File: src/rtl/intersection_phase_scheduler_pkg.sv
// Phase encoding and default timing for the intersection phase scheduler.
package intersection_phase_scheduler_pkg;

  typedef enum logic [2:0] {
    ST_ALL_RED = 3'd0,
    ST_NS_G    = 3'd1,
    ST_NS_Y    = 3'd2,
    ST_EW_G    = 3'd3,
    ST_EW_Y    = 3'd4,
    ST_WALK    = 3'd5
  } phase_e;

  localparam int GREEN_MIN_DEF = 8;
  localparam int YELLOW_T_DEF  = 3;
  localparam int ALLRED_T_DEF  = 2;
  localparam int WALK_T_DEF    = 6;
  localparam int CNT_W_DEF     = 8;

  // Entering a phase from a different one; used for the entry-qualified flag updates.
  function automatic logic enters(input phase_e cur, input phase_e nxt, input phase_e tgt);
    return (nxt == tgt) && (cur != tgt);
  endfunction

endpackage

File: src/rtl/intersection_phase_scheduler_if.sv
// Requester inputs, lamp outputs and debug state of the intersection phase scheduler.
interface intersection_phase_scheduler_if;
  import intersection_phase_scheduler_pkg::*;

  logic   car_ns;
  logic   car_ew;
  logic   ped_req;
  logic   ns_red;
  logic   ns_yellow;
  logic   ns_green;
  logic   ew_red;
  logic   ew_yellow;
  logic   ew_green;
  logic   walk;
  logic   ped_ack;
  phase_e state;

  modport master (
    output car_ns, car_ew, ped_req,
    input  ns_red, ns_yellow, ns_green, ew_red, ew_yellow, ew_green, walk, ped_ack, state
  );

  modport slave (
    input  car_ns, car_ew, ped_req,
    output ns_red, ns_yellow, ns_green, ew_red, ew_yellow, ew_green, walk, ped_ack, state
  );

endinterface

File: src/rtl/intersection_phase_scheduler_phase_timer.sv
// Time-in-phase counter: sync clear on phase change, saturates at all-ones.
// Single-cycle update, no backpressure.
module intersection_phase_scheduler_phase_timer #(
  parameter int CNT_W = 8
) (
  input  logic             clk,
  input  logic             reset,
  input  logic             clr,
  output logic [CNT_W-1:0] cnt
);

  always_ff @(posedge clk) begin
    if (reset || clr) begin
      cnt <= '0;
    end else if (!(&cnt)) begin
      cnt <= cnt + 1'b1;
    end
  end

endmodule

File: src/rtl/intersection_phase_scheduler.sv
// Demand-driven NS/EW/pedestrian phase sequencer; lamps decode the state register directly.
// Requests are level/pulse inputs sampled every cycle; ped_ack is a registered one-cycle pulse.
module intersection_phase_scheduler
  import intersection_phase_scheduler_pkg::*;
#(
  parameter int GREEN_MIN = GREEN_MIN_DEF,
  parameter int YELLOW_T  = YELLOW_T_DEF,
  parameter int ALLRED_T  = ALLRED_T_DEF,
  parameter int WALK_T    = WALK_T_DEF,
  parameter int CNT_W     = CNT_W_DEF
) (
  input  logic                           clk,
  input  logic                           reset,
  intersection_phase_scheduler_if.slave  bus
);

  localparam logic [CNT_W-1:0] GREEN_LAST  = CNT_W'(GREEN_MIN - 1);
  localparam logic [CNT_W-1:0] YELLOW_LAST = CNT_W'(YELLOW_T - 1);
  localparam logic [CNT_W-1:0] ALLRED_LAST = CNT_W'(ALLRED_T - 1);
  localparam logic [CNT_W-1:0] WALK_LAST   = CNT_W'(WALK_T - 1);

  phase_e           state_q, state_d;
  logic             serve_ew_q, serve_ew_d;
  logic             from_walk_q, from_walk_d;
  logic             ped_pending_q;
  logic             ped_ack_q;
  logic [CNT_W-1:0] timer;
  logic             phase_chg;

  assign phase_chg = (state_d != state_q);

  intersection_phase_scheduler_phase_timer #(.CNT_W(CNT_W)) u_timer (
    .clk   (clk),
    .reset (reset),
    .clr   (phase_chg),
    .cnt   (timer)
  );

  always_ff @(posedge clk) begin
    if (reset) begin
      state_q       <= ST_ALL_RED;
      serve_ew_q    <= 1'b0;
      from_walk_q   <= 1'b0;
      ped_pending_q <= 1'b0;
      ped_ack_q     <= 1'b0;
    end else begin
      state_q       <= state_d;
      serve_ew_q    <= serve_ew_d;
      from_walk_q   <= from_walk_d;
      ped_ack_q     <= bus.ped_req && !ped_pending_q;
      // A new press in the same cycle WALK starts outlives the clear: it is served next rotation.
      ped_pending_q <= bus.ped_req ||
                       (ped_pending_q && !enters(state_q, state_d, ST_WALK));
    end
  end

  always_comb begin
    state_d     = state_q;
    serve_ew_d  = serve_ew_q;
    from_walk_d = from_walk_q;
    case (state_q)
      ST_ALL_RED: begin
        if (timer == ALLRED_LAST) begin
          if (ped_pending_q && !from_walk_q) state_d = ST_WALK;
          else if (serve_ew_q)               state_d = ST_EW_G;
          else                               state_d = ST_NS_G;
        end
      end
      ST_NS_G: begin
        if (timer >= GREEN_LAST && (bus.car_ew || ped_pending_q)) state_d = ST_NS_Y;
      end
      ST_NS_Y: begin
        if (timer == YELLOW_LAST) begin
          state_d    = ST_ALL_RED;
          serve_ew_d = 1'b1;
        end
      end
      ST_EW_G: begin
        if (timer >= GREEN_LAST && (bus.car_ns || ped_pending_q)) state_d = ST_EW_Y;
      end
      ST_EW_Y: begin
        if (timer == YELLOW_LAST) begin
          state_d    = ST_ALL_RED;
          serve_ew_d = 1'b0;
        end
      end
      ST_WALK: begin
        if (timer == WALK_LAST) begin
          state_d     = ST_ALL_RED;
          from_walk_d = 1'b1;
        end
      end
      default: state_d = ST_ALL_RED;
    endcase
    if (enters(state_q, state_d, ST_NS_G) || enters(state_q, state_d, ST_EW_G)) from_walk_d = 1'b0;
  end

  assign bus.ns_green  = (state_q == ST_NS_G);
  assign bus.ns_yellow = (state_q == ST_NS_Y);
  assign bus.ns_red    = !(bus.ns_green || bus.ns_yellow);
  assign bus.ew_green  = (state_q == ST_EW_G);
  assign bus.ew_yellow = (state_q == ST_EW_Y);
  assign bus.ew_red    = !(bus.ew_green || bus.ew_yellow);
  assign bus.walk      = (state_q == ST_WALK);
  assign bus.ped_ack   = ped_ack_q;
  assign bus.state     = state_q;

endmodule
File: src/flat_wrapper.sv
// flat-port wrapper written by rule: the top's interface ports become plain ports
module intersection_phase_scheduler_flat import intersection_phase_scheduler_pkg::*;
#(
  parameter int GREEN_MIN = GREEN_MIN_DEF,
  parameter int YELLOW_T  = YELLOW_T_DEF,
  parameter int ALLRED_T  = ALLRED_T_DEF,
  parameter int WALK_T    = WALK_T_DEF,
  parameter int CNT_W     = CNT_W_DEF
)
  (clk, reset, bus_car_ns, bus_car_ew, bus_ped_req, bus_ns_red, bus_ns_yellow, bus_ns_green, bus_ew_red, bus_ew_yellow, bus_ew_green, bus_walk, bus_ped_ack, bus_state);
  intersection_phase_scheduler_if bus_i ();
  input  logic clk;
  input  logic reset;
  input wire logic [$bits(bus_i.car_ns)-1:0] bus_car_ns;
  input wire logic [$bits(bus_i.car_ew)-1:0] bus_car_ew;
  input wire logic [$bits(bus_i.ped_req)-1:0] bus_ped_req;
  output wire logic [$bits(bus_i.ns_red)-1:0] bus_ns_red;
  output wire logic [$bits(bus_i.ns_yellow)-1:0] bus_ns_yellow;
  output wire logic [$bits(bus_i.ns_green)-1:0] bus_ns_green;
  output wire logic [$bits(bus_i.ew_red)-1:0] bus_ew_red;
  output wire logic [$bits(bus_i.ew_yellow)-1:0] bus_ew_yellow;
  output wire logic [$bits(bus_i.ew_green)-1:0] bus_ew_green;
  output wire logic [$bits(bus_i.walk)-1:0] bus_walk;
  output wire logic [$bits(bus_i.ped_ack)-1:0] bus_ped_ack;
  output wire logic [$bits(bus_i.state)-1:0] bus_state;
  assign bus_i.car_ns = bus_car_ns;
  assign bus_i.car_ew = bus_car_ew;
  assign bus_i.ped_req = bus_ped_req;
  assign bus_ns_red = bus_i.ns_red;
  assign bus_ns_yellow = bus_i.ns_yellow;
  assign bus_ns_green = bus_i.ns_green;
  assign bus_ew_red = bus_i.ew_red;
  assign bus_ew_yellow = bus_i.ew_yellow;
  assign bus_ew_green = bus_i.ew_green;
  assign bus_walk = bus_i.walk;
  assign bus_ped_ack = bus_i.ped_ack;
  assign bus_state = bus_i.state;
  intersection_phase_scheduler #(.GREEN_MIN(GREEN_MIN), .YELLOW_T(YELLOW_T), .ALLRED_T(ALLRED_T), .WALK_T(WALK_T), .CNT_W(CNT_W)) u_core (.clk(clk), .reset(reset), .bus(bus_i));
endmodule
File: config.mk
export PLATFORM = sky130hd
export DESIGN_NAME = intersection_phase_scheduler_flat
export DESIGN_NICKNAME = d
export VERILOG_FILES = /design/src/rtl/intersection_phase_scheduler_pkg.sv /design/src/rtl/intersection_phase_scheduler_if.sv /design/src/rtl/intersection_phase_scheduler_phase_timer.sv /design/src/rtl/intersection_phase_scheduler.sv /design/src/flat_wrapper.sv
export SDC_FILE = /design/constraint.sdc
export NUM_CORES = 1
export LEC_CHECK = 0
export BUFFER_PORTS_ARGS = -buffer_cell sky130_fd_sc_hd__buf_2
export CAP_MARGIN = 20
export CORE_MARGIN = 2
export CORE_UTILIZATION = 39
export DETAILED_ROUTE_END_ITERATION = 10
export PLACE_DENSITY = 0.62
export REMOVE_ABC_BUFFERS = 1
export SLEW_MARGIN = 5
export SYNTH_ARGS = -nofsm -noshare
export SYNTH_HDL_FRONTEND = slang
export SYNTH_SLANG_ARGS = --single-unit
File: constraint.sdc
create_clock -name clk -period 3.5 [get_ports clk]
set_input_delay 0.175 -clock clk [delete_from_list [all_inputs] [get_ports clk]]
set_output_delay 0.175 -clock clk [all_outputs]
set_load 0.005 [all_outputs]
==> metrics.md, run 1 <==
| Metric | Value |
|---|---|
| Hold-fix buffers, CTS | `0` |
| I/O Pins | `16` |
| Die footprint | `about 0.0030 mm²` |
| DR DRC count | `0` |
| Routed wire per std cell | `~15 µm` |
| Final nets | `roughly 140` |
| Critical-path cell list | `nor3b_2, o21ai_0, a311oi_1, o311ai_4, a2111oi_2` |
| Fraction of layout instances using a drive strength above 1 | `23.3%` |
| Area grow syn2layout | `11.1%` |
| Leak | `0.470 nW` |
| CTS tree | `done` |
| Clock slew at reported path FFs | `90 ps` |
| Worst min path class | `in2reg` |
| Final antenna diode count | `0` |
| Asr flop ratio synth | `0%` |
| Setup Buffers After CTS | `0` |
| Post-synth EDFFs | `0` |
| Area share of the largest cell type after synthesis | `between 20 and 30%` |
| Post-synthesis sequential area ratio | `between 20% and 30%` |
| CTS buffer count | `3` |
| Max-slew headroom | `approximately three fifths` |
| Die X | `roughly 55 µm` |
| Worst EP arrival | `2570 ps` |
| Worst setup SP type | `flop` |
| Routed Antenna Nets | `0` |
| Syn Inst Count | `120` |
| Max-slew violations | `0` |
| GPL Wtd Cong | `approximately 0.9` |
| Post-route minimum period | `roughly 2400 ps` |
| PostCTS Resize Cnt | `0` |
| Drt pass-1 iters | `4` |
| Final setup fails | `0` |
| Fillers | `261` |
| Root Driver | `clkbuf_4` |
| Vias | `between 900 and 1,000` |
| GRT Total Usage | `a little under a fifth` |
| First-pass GRT wire length | `4020 µm` |
| Slowest cell on crit path | `dfxtp_1` |
| Area leader, netlist | `dfxtp_1` |
| Top FF cell, synth | `dfxtp_1` |
| Core ar. | `around 0.0025 mm²` |
| CTS max path bufs | `2` |
| Yosys cell types | `44` |
| #FFs+latches synth | `15` |
| Iter 0 DRT Violations | `34` |
| Fmax | `about 420 MHz` |
| Pwr/cell area | `between 500 and 600 mW/mm²` |
| HPWL Detailed | `1820 µm` |
| Final std cells w/o fill | `163` |
| Unrepaired setup endpoints after global routing | `false` |
| Placed insts | `159` |
| Slew @ Worst Pin | `~600 ps` |
| Post-Syn Area | `between 0.001 and 0.0015 mm²` |
| Final period utilization | `roughly 70%` |
| CP bufs+invs | `0` |
| CP Max Fanout | `13` |
| Starting Density | `around two fifths` |
| Synth Warn # | `0` |
| TNS Setup | `0 ps` |
| H-Tree Depth | `1` |
| Gr ovfl total | `0` |
| Max Cap Viol | `0` |
| Syn avg cell area | `8.44 µm²` |
| DIE HEIGHT | `54.9 µm` |
| Synth top area cells | `dfxtp_1, nor2_1, a21oi_1` |
| CP peak stage delay | `roughly 630 ps` |
| Required time of the critical path | `3690 ps` |
| Post-Route WL | `approximately 2500 µm` |
| Final Hold Fails | `0` |
| Worst Skew | `3.20 ps` |
| CP endpoint kind | `flop` |
| Setup CP Type | `reg2reg` |
| Initial antenna violation count | `0` |
| I/O Buffers | `15` |
| Clock Latency Late Sink | `290 ps` |
| Most frequent cells in the layout | `buf_2, dfxtp_1, nor2_1, a21oi_1` |
| Cell family with most CP delay | `compound AO/OA/AOI/OAI gates` |
| # clock sinks | `15` |
| Largest net degree at the start of global routing | `15` |
| # rows | `18` |
| DR vias/cell | `between 5 and 6` |
| Via count of the first global-routing pass | `~860` |
| Status | `finished clean` |
| Worst vdd ir | `0.000332 V` |
## tightest hold or removal path, delay by kind of cell
kind                   cells  cell delay, ps
buffers and inverters      2             160
and+or+nand+nor            1              40
## where the power goes
part | leakage (nW) | internal [W] | total [W] | switching, W
sequential | 0.122 | 0.000193 | 0.000244 | 0.0000505
combinational | 0.330 | 0.000127 | 0.000258 | 0.000131
clock | 0.0177 | 0.0000425 | 0.000101 | 0.0000581
## final cells by class
class | instances | area (µm²) | area share (%)
clock inverter | 1 | 5.00 | 0.445
timing repair buffer | 15 | 75.1 | 6.67
inverter | 5 | 18.8 | 1.67
sequential | 15 | 300 | 26.7
tap | 30 | 37.5 | 3.34
clock buffer | 3 | 22.5 | 2.00
multi-input combinational | 94 | 666 | 59.2
## worst paths after layout
kind         cells past startpoint                                 end                      startpoint  slack, ps
max                              5  u_core.u_timer.cnt[1]$_SDFFE_PP0N_  u_core.bus.state[1]$_SDFF_PP0_       1120
min                              3       u_core.bus.ped_ack$_SDFF_PP0_                     bus_ped_req        130
max reg2reg                      5  u_core.u_timer.cnt[1]$_SDFFE_PP0N_  u_core.bus.state[1]$_SDFF_PP0_       1120
min reg2reg                      2      u_core.serve_ew_q$_SDFFE_PP0P_  u_core.serve_ew_q$_SDFFE_PP0P_        540
## logic make-up (layout without fill, tap and decap cells)
logic type                 Yosys count  count (layout)  synth area share (%)
adders and majority gates            3               3                  3.71
muxes                                2               2                  2.10
and+or+nand+nor                     58              58                  32.8
buffers and inverters               11              24                  4.57
DFF                                 15              15                  29.7
xor gates and xnor gates             1               1                 0.865
AOI/OAI and AO/OA                   30              30                  26.3
## Yosys cell counts, types with 2 or more instances
library cell and instances:
dfxtp_1 15, nor2_1 12, a21oi_1 8, nand2_1 7, nor3_1 7, and3_1 6, inv_1 5, and2_1 4
buf_2 4, nor2b_1 4, a311oi_1 3, ha_1 3, nand2b_1 3, nand3_1 3, a211oi_1 2, a211oi_2 2
a31oi_1 2, nor4_1 2, o21a_1 2, o22ai_1 2
## through the flow
step | utilization, % | power, W | worst slack (ps) | hold WS, ps | instance area, µm²
after global placement | 44.3 | 0.000500 | 1330 | 424 | 1100
final | 45.4 | 0.000603 | 1120 | 125 | 1120
after CTS | 45.4 | 0.000607 | 1160 | 118 | 1120
after floorplan | - | 0.000426 | 1480 | 240 | 985
after global routing | 45.4 | 0.000645 | 970 | 151 | 1120
after detailed placement | 44.3 | 0.000503 | 1180 | 432 | 1100
## sequential cells by signal, summed over array words and instances (netlist names)
signal and flops:
u_core.bus.ped_ack 1, u_core.bus.state 3, u_core.from_walk_q 1, u_core.ped_pending_q 1, u_core.serve_ew_q 1, u_core.u_timer.cnt 8
## metal layers
metal  GRT usage (%)  part of all wire (%)
met5               0                     0
met4            5.69                  0.69
met2            28.0                    45
met3            4.84                   6.6
met1            26.2                    48
Note: power is estimated with default switching activity, not from simulation.
==> run 2, diff against run 1 <==
Clock period 3.5 ns to 2.2 ns, I/O delays scaled along.
==> metrics.md, run 2 (synthesized netlist as in run 1, its figures left out) <==
| Metric | Value |
|---|---|
| Status | `finished clean` |
| Max-slew headroom | `69.0% (+9.2 points)` |
| GRT Total Usage | `18.9% (+0.20 points)` |
| Most frequent cells in the layout | `buf_2, dfxtp_1, nor2_1, a21oi_1` |
| Placed insts | `166 (+4.4%)` |
| Leak | `0.514 nW (+9.4%)` |
| Hold-fix buffers, CTS | `0 (unchanged)` |
| Routed wire per std cell | `14.8 µm (-1.3%)` |
| Worst vdd ir | `0.000657 V (+98%)` |
| CTS tree | `done` |
| Reg with most FFs | `u_core.u_timer.cnt` |
| Required time of the critical path | `2400 ps (-1290 ps)` |
| Worst setup SP type | `flop` |
| Worst min path class | `in2reg` |
| DIE HEIGHT | `54.9 µm (unchanged)` |
| CP peak stage delay | `680 ps (+50 ps)` |
| Area grow syn2layout | `18.9%` |
| Starting Density | `40.9% (unchanged)` |
| Final setup fails | `0 (unchanged)` |
| DR vias/cell | `5.81 (+0.48%)` |
| CP endpoint kind | `flop` |
| GPL Wtd Cong | `0.897 (-1.0%)` |
| Drt pass-1 iters | `4 (unchanged)` |
| Core ar. | `0.00248 mm² (unchanged)` |
| # clock sinks | `15 (unchanged)` |
| Post-route minimum period | `2120 ps (-264 ps)` |
| CTS max path bufs | `2 (unchanged)` |
| Clock Latency Late Sink | `290 ps (about the same)` |
| Setup CP Type | `reg2reg` |
| Iter 0 DRT Violations | `13 (-62%)` |
| I/O Buffers | `15 (unchanged)` |
| Max Cap Viol | `0 (unchanged)` |
| I/O Pins | `16 (unchanged)` |
| Place WS | `23.2 ps (-1160 ps)` |
| # rows | `18 (unchanged)` |
| Max-slew violations | `0 (unchanged)` |
| Root Driver | `clkbuf_4` |
| Worst Skew | `0.890 ps (-2.31 ps)` |
| First-pass GRT wire length | `4040 µm (+0.35%)` |
| Final std cells w/o fill | `171 (+4.9%)` |
| Vias | `994 (+5.4%)` |
| Fmax | `472 MHz (+12%)` |
| Largest net degree at the start of global routing | `14 (-1)` |
| Pwr/cell area | `849 mW/mm² (+58%)` |
| Final nets | `150 (+5.6%)` |
| Max reg flops | `8 (unchanged)` |
| Die X | `54.9 µm (unchanged)` |
| Fraction of layout instances using a drive strength above 1 | `28.4% (+5.1 points)` |
| TNS Setup | `0 ps (unchanged)` |
| PnR worst setup slack | `81.2 ps (-1040 ps)` |
| Die footprint | `0.00302 mm² (unchanged)` |
| Slowest cell on crit path | `or4_1` |
| CP Max Fanout | `6 (-7)` |
| Total power | `0.00102 W (+70%)` |
| Clock slew at reported path FFs | `90 ps (about the same)` |
| Post-Route WL | `2540 µm (+3.5%)` |
| Worst EP arrival | `2320 ps (-250 ps)` |
| H-Tree Depth | `1 (unchanged)` |
| Cell family with most CP delay | `simple AND/OR/NAND/NOR gates` |
| CTS buffer count | `3 (unchanged)` |
| HPWL Detailed | `1970 µm (+8.3%)` |
| CP bufs+invs | `0 (unchanged)` |
| DR DRC count | `0 (unchanged)` |
| Gr ovfl total | `0 (unchanged)` |
| Slew @ Worst Pin | `465 ps (-134 ps)` |
| Utilization after layout | `48.6% (+3.2 points)` |
| Routed Antenna Nets | `0 (unchanged)` |
| Final Hold Fails | `0 (unchanged)` |
| Fillers | `252 (-3.4%)` |
| Critical-path cell list | `or4_1, a211oi_2, o22ai_1, o31a_2, nor4_2` |
| Most common cell after layout, fill and taps aside | `buf_2` |
| Final period utilization | `96.3% (+28 points)` |
| Via count of the first global-routing pass | `832 (-3.0%)` |
| Final antenna diode count | `0 (unchanged)` |
| Initial antenna violation count | `0 (unchanged)` |
[run 2: power by group]
group          switching (W)  internal (W)
registers          0.0000770      0.000309
clock network      0.0000918     0.0000706
logic               0.000231      0.000242
[run 2: layout make-up]
class	instances	area (µm²)	area share (%)
inverter	5	18.8	1.56
timing repair buffer	23	148	12.3
clock buffer	4	26.3	2.18
multi-input combinational	94	672	55.8
tap	30	37.5	3.12
sequential	15	302	25.1
[run 2: metrics by stage]
step / hold slack [ps] / instance area, µm²
3_5_place_dp: 371 / 1150
4_1_cts: 56.8 / 1180
2_1_floorplan: 175 / 985
5_1_grt: 61.6 / 1200
3_3_place_gp: 357 / 1150
6_report: 57.5 / 1200
[run 2: path summary, 6_finish.rpt]
path                                           start                                 end  slack (ps)  cells after the start
setup / recovery  u_core.u_timer.cnt[7]$_SDFFE_PP0N_  u_core.u_timer.cnt[2]$_SDFFE_PP0N_          80                      5
hold / removal                           bus_ped_req       u_core.bus.ped_ack$_SDFF_PP0_          60                      3
setup reg to reg  u_core.u_timer.cnt[7]$_SDFFE_PP0N_  u_core.u_timer.cnt[2]$_SDFFE_PP0N_          80                      5
hold reg to reg       u_core.serve_ew_q$_SDFFE_PP0P_      u_core.serve_ew_q$_SDFFE_PP0P_         540                      2
[run 2: metal layers]
metal | vias up | share of wire [%] | global-route usage, % | routed length, µm
li1 | 492 | - | - | -
met1 | 473 | 51 | 28.8 | 1290
met2 | 25 | 44 | 26.2 | 1120
met3 | 4 | 4.0 | 1.61 | 102
met4 | 0 | 1.3 | 9.35 | 34
met5 | - | 0 | 0 | 0
[run 2: tightest hold or removal path, delay by kind of cell]
family | cells | cell delay (ps)
buf+inv | 2 | 150
simple gates | 1 | 40
[run 2: timing repair]
item | 4_1_cts | 5_1_grt
buffers inserted | 0 | 1
endpoints found under the hold margin | 0 | 0
resized for setup | 0 | 2
setup endpoints to repair | 0 | 8
